File: src/rtl/serial_add_sub.sv
// Bit-serial adder/subtractor: one full-adder slice with a registered carry,
// LSB first, WIDTH cycles per operation plus a one-cycle DONE result strobe.
module serial_add_sub #(
  parameter int unsigned WIDTH = 8
) (
  input  logic             clk,
  input  logic             rst,
  input  logic             start,
  input  logic             mode,
  input  logic [WIDTH-1:0] a,
  input  logic [WIDTH-1:0] b,
  input  logic             ci,
  output logic [WIDTH-1:0] s,
  output logic             co,
  output logic             ovf,
  output logic             busy,
  output logic             done
);

  localparam int unsigned CW = (WIDTH > 1) ? $clog2(WIDTH) : 1;

  typedef enum logic [1:0] {
    IDLE = 2'd0,
    RUN  = 2'd1,
    DONE = 2'd2
  } state_e;

  state_e           state_q, state_d;
  logic [WIDTH-1:0] a_q, a_d;
  logic [WIDTH-1:0] b_q, b_d;
  logic [WIDTH-1:0] r_q, r_d;
  logic [WIDTH-1:0] s_q, s_d;
  logic [CW-1:0]    k_q, k_d;
  logic             mode_q, mode_d;
  logic             c_q, c_d;
  logic             cmsb_q, cmsb_d;
  logic             co_q, co_d;
  logic             ovf_q, ovf_d;
  logic             busy_q, busy_d;
  logic             done_q, done_d;

  logic             bb_c;
  logic             sum_c;
  logic             cnext_c;
  logic             last_c;
  logic             msb_c;

  // Full-adder slice on the current LSBs, plus step-position decode.
  always_comb begin
    bb_c    = b_q[0] ^ mode_q;
    sum_c   = a_q[0] ^ bb_c ^ c_q;
    cnext_c = (a_q[0] & bb_c) | ((a_q[0] ^ bb_c) & c_q);
    last_c  = (k_q == CW'(WIDTH - 1));
    msb_c   = (WIDTH > 1) && (k_q == CW'(WIDTH - 2));
  end

  // Next-state and datapath update; outputs only change on the final step.
  always_comb begin
    state_d = state_q;
    a_d     = a_q;
    b_d     = b_q;
    r_d     = r_q;
    s_d     = s_q;
    k_d     = k_q;
    mode_d  = mode_q;
    c_d     = c_q;
    cmsb_d  = cmsb_q;
    co_d    = co_q;
    ovf_d   = ovf_q;
    busy_d  = 1'b0;
    done_d  = 1'b0;

    case (state_q)
      IDLE, DONE: begin
        if (start) begin
          a_d     = a;
          b_d     = b;
          r_d     = '0;
          mode_d  = mode;
          c_d     = ci ^ mode;
          // For WIDTH=1 the carry into the MSB is the initial carry itself.
          cmsb_d  = ci ^ mode;
          k_d     = '0;
          state_d = RUN;
        end else begin
          state_d = IDLE;
        end
      end
      RUN: begin
        a_d = a_q >> 1;
        b_d = b_q >> 1;
        r_d = (r_q >> 1) | (WIDTH'(sum_c) << (WIDTH - 1));
        c_d = cnext_c;
        k_d = k_q + CW'(1);
        if (msb_c) begin
          cmsb_d = cnext_c;
        end
        if (last_c) begin
          s_d     = (r_q >> 1) | (WIDTH'(sum_c) << (WIDTH - 1));
          co_d    = cnext_c ^ mode_q;
          ovf_d   = cmsb_q ^ cnext_c;
          state_d = DONE;
        end
      end
      default: begin
        state_d = IDLE;
      end
    endcase

    busy_d = (state_d == RUN);
    done_d = (state_d == DONE);
  end

  // State register.
  always_ff @(posedge clk) begin
    if (rst) begin
      state_q <= IDLE;
    end else begin
      state_q <= state_d;
    end
  end

  // Datapath and registered output flops.
  always_ff @(posedge clk) begin
    if (rst) begin
      a_q    <= '0;
      b_q    <= '0;
      r_q    <= '0;
      s_q    <= '0;
      k_q    <= '0;
      mode_q <= 1'b0;
      c_q    <= 1'b0;
      cmsb_q <= 1'b0;
      co_q   <= 1'b0;
      ovf_q  <= 1'b0;
      busy_q <= 1'b0;
      done_q <= 1'b0;
    end else begin
      a_q    <= a_d;
      b_q    <= b_d;
      r_q    <= r_d;
      s_q    <= s_d;
      k_q    <= k_d;
      mode_q <= mode_d;
      c_q    <= c_d;
      cmsb_q <= cmsb_d;
      co_q   <= co_d;
      ovf_q  <= ovf_d;
      busy_q <= busy_d;
      done_q <= done_d;
    end
  end

  assign s    = s_q;
  assign co   = co_q;
  assign ovf  = ovf_q;
  assign busy = busy_q;
  assign done = done_q;

endmodule

File: config.mk
export PLATFORM = sky130hd
export DESIGN_NAME = serial_add_sub
export DESIGN_NICKNAME = d
export VERILOG_FILES = /design/src/rtl/serial_add_sub.sv
export SDC_FILE = /design/constraint.sdc
export NUM_CORES = 1
export LEC_CHECK = 0
export BUFFER_PORTS_ARGS = -buffer_cell sky130_fd_sc_hd__buf_4
export CORE_MARGIN = 5
export CORE_UTILIZATION = 58
export DETAILED_ROUTE_END_ITERATION = 16
export GPL_TIMING_DRIVEN = 0
export PLACE_DENSITY = 0.86
export SYNTH_ARGS = -nofsm -noshare
export SYNTH_HDL_FRONTEND = slang
export SYNTH_SLANG_ARGS = --single-unit
File: constraint.sdc
create_clock -name clk -period 3.05 [get_ports clk]
set_input_delay 0.1525 -clock clk [delete_from_list [all_inputs] [get_ports clk]]
set_output_delay 0.1525 -clock clk [all_outputs]
set_load 0.05 [all_outputs]
==> results.yml <==
clock_tree:
  insertion_delay_ns: 0.35
  htree_num_levels: 2
  post_cts_buffers: 0
  path_clk_slew_ns: 0.12
  clk_path_buf_depth: 2
  cts_inserted_buffers: 5
  cts_sinks: 43
  root_buffer: "clkbuf_4"
  cts_tree: "done"
  cts.repair.resized: 0
  ctsHoldBuffers: 0
place:
  gp_congestion: 0.8346
  dp_hpwl_mm: 2.751
  portBuffers: 31
die:
  die_h_um: 64.82
  core-area_sq_um: 2829
  start_util_pct: 61.61
  boundaryPins: 33
  rows: 19
  fp.dieW_um: 64.82
  fp.dieArea_sq_um: 4202
yosys:
  yosys.cell_types.count: 27
  avgSynthCellArea_sq_um: 8.715
  synthesis.area_sq_um: 1743
  yosys_warnings: 0
  ys_ff_latch: 43
  synth_fp_nets: 225
  postSynthCellCount: 200
  ys_seq_area_share_pct: 49.39
drt:
  met3_wirelength_um: 249
  vias: 1544
  wl_met1_mm: 1.703
  drtAntennaViolNets: 0
  viasPerCell: 5.719
  drt_iter0_markers: 153
  routed_wl_mm: 3.852
  drcViolationCount: 0
  top_layer_used: "met4"
  drtPass1Iterations: 4
  wl_per_cell_um: 14.27
  met2_length_mm: 1.855
timing:
  finalCriticalPeriod_ns: 1.637
  rsz0062_at_grt: "false"
  slew_violations: 0
  maxSlewHeadroom_pct: 66.47
  finalCritPeriodShare_pct: 53.67
  skew_ns: 0.006867
  final-hold-violation-count: 0
  tightest_slew_ns: 0.5030
  fmax_ghz: 0.6109
  setup_viol: 0
  tns_ns: 0
worst_setup_path:
  reg2reg_depth: 5
  path_cells: "xnor2_1, fa_1, and3b_1, a211o_1, mux2i_1"
  required_ns: 3.34
  worst_setup_path_end_kind: "flop"
  cp_slowest_cell: "fa_1"
  rr_startpoint: "mode_q"
  timing.rr.end: "cmsb_q"
  max_stage_delay_ns: 0.45
  critPathBufInv: 0
  cp_top_family: "adder cells"
  path_class: "flop to flop"
  critPathLaunchType: "flop"
  reg2reg_setup_slack_ns: 1.41
  cp.arrival_ns: 1.92
  path_max_fanout: 3
flow_run:
  cap_violations: 0
final_layout:
  seq_area_sq_um: 860.8
  n_antenna_cell: 0
  utilization_pct: 73.64
  layout_commonest_cell: "dfxtp_1"
  fillers: 225
  final_cell_mix: "43 x dfxtp_1, 37 x buf_4, 30 x nand2_1, 26 x nor3_1, 22 x a21oi_1"
  multi_input_area_sq_um: 759.5
  syn_to_final_growth_pct: 19.53
  layout.nets: 263
  drive_above_1_share_pct: 22.59
hold_path:
  worstHoldEndpoint: "a_q[7]"
  holdPathStages: 3
  hold_path_class: "primary input to flop"
  min_from: "a[7]"
global_route:
  antenna_found_initial: 0
  grt_first_pass_wirelength_mm: 6.548
  grt_pass1_vias: 1519
  overflow: 0
  track_usage_pct: 19.91
  grt_start_max_net_pins: 13
power:
  p_leak_uw: 0.0008244
  ir_drop_uv: 444.8
  power.density_nw_per_um2: 522.5
status:
  status: "finished, final reports clean"
-- synthesized netlist by cell type, drive strengths merged --
cell	instances	share of area, %
dfxtp	43	49
nand2	30	6.5
nor3	26	7.5
a21oi	22	6.3
o22ai	14	5.0
buf	13	5.3
nand3	12	3.4
nor2	6	1.3
clkbuf	5	1.1
nand2b	5	1.8
xnor2	4	2.0
ha	3	2.2
inv	3	0.65
a211oi	2	0.86
and3b	2	1.0
nor2b	2	1.1
a211o	1	0.50
a31oi	1	0.36
fa	1	1.1
mux2i	1	0.57
nand3b	1	0.43
o21a	1	0.43
o21ai	1	0.50
or4	1	0.65
-- through the flow --
step | setup WS, ns | cell area [sq um] | hold slack (ns) | instances | total power, uW
2_1_floorplan | 1.548 | 1743 | 0.2885 | 200 | 738.4
3_3_place_gp | 1.473 | 2014 | 0.4024 | 262 | 785.9
3_5_place_dp | 1.445 | 2014 | 0.4131 | 262 | 791.1
4_1_cts | 1.418 | 2083 | 0.02547 | 270 | 1091
5_1_grt | 1.344 | 2083 | 0.03469 | 270 | 1132
6_report | 1.413 | 2083 | 0.03088 | 270 | 1088
-- per-layer routing --
metal / up-vias / GRT usage, %
met1: 719 / 24.08
met5: - / 0
met3: 5 / 4.145
li1: 771 / -
met4: 0 / 9.499
met2: 49 / 33.72
-- layout make-up --
type,instances,share of cell area [%]
Multi-Input combinational cell,136,36.46
Clock buffer,8,3.303
Tap cell,31,1.862
Sequential cell,43,41.32
Buffer,18,5.345
Timing Repair Buffer,31,11.17
Inverter,3,0.5405
-- worst max path at each step --
stage	start	endpoint	cells past startpoint
after global routing	mode_q	cmsb_q	5
after detailed placement	mode_q	cmsb_q	5
after floorplan	mode_q	cmsb_q	5
after global placement	mode_q	cmsb_q	5
after CTS	mode_q	cmsb_q	5
final	mode_q	cmsb_q	5
-- worst min-delay path: cells and delay by family --
kind / cells / cell delay, ns
and+or+nand+nor: 1 / 0.05
AOI/OAI and AO/OA: 1 / 0.05
buffers and inverters: 1 / 0.11
-- state kept, by name, indices dropped and copies added (netlist names) --
signal and count:
a_q 8, b_q 8, busy 1, c_q 1, cmsb_q 1, co 1
done 1, k_q 3, mode_q 1, ovf 1, r_q 7, s 8
state_q 2
-- logic make-up after synthesis --
logic type	after synthesis	synth area share, %
compound gates	42	14.00
xor+xnor	4	2.010
fa+ha+maj	4	3.303
buf+inv	21	7.035
flops	43	49.39
mux	1	0.5743
simple gates	85	23.69
-- power breakdown --
part           switching (uW)  internal (uW)
logic                    91.8           80.1
clock network             172            136
registers                17.1            591
total                     281            807
Power figures use the tool's default switching activity.
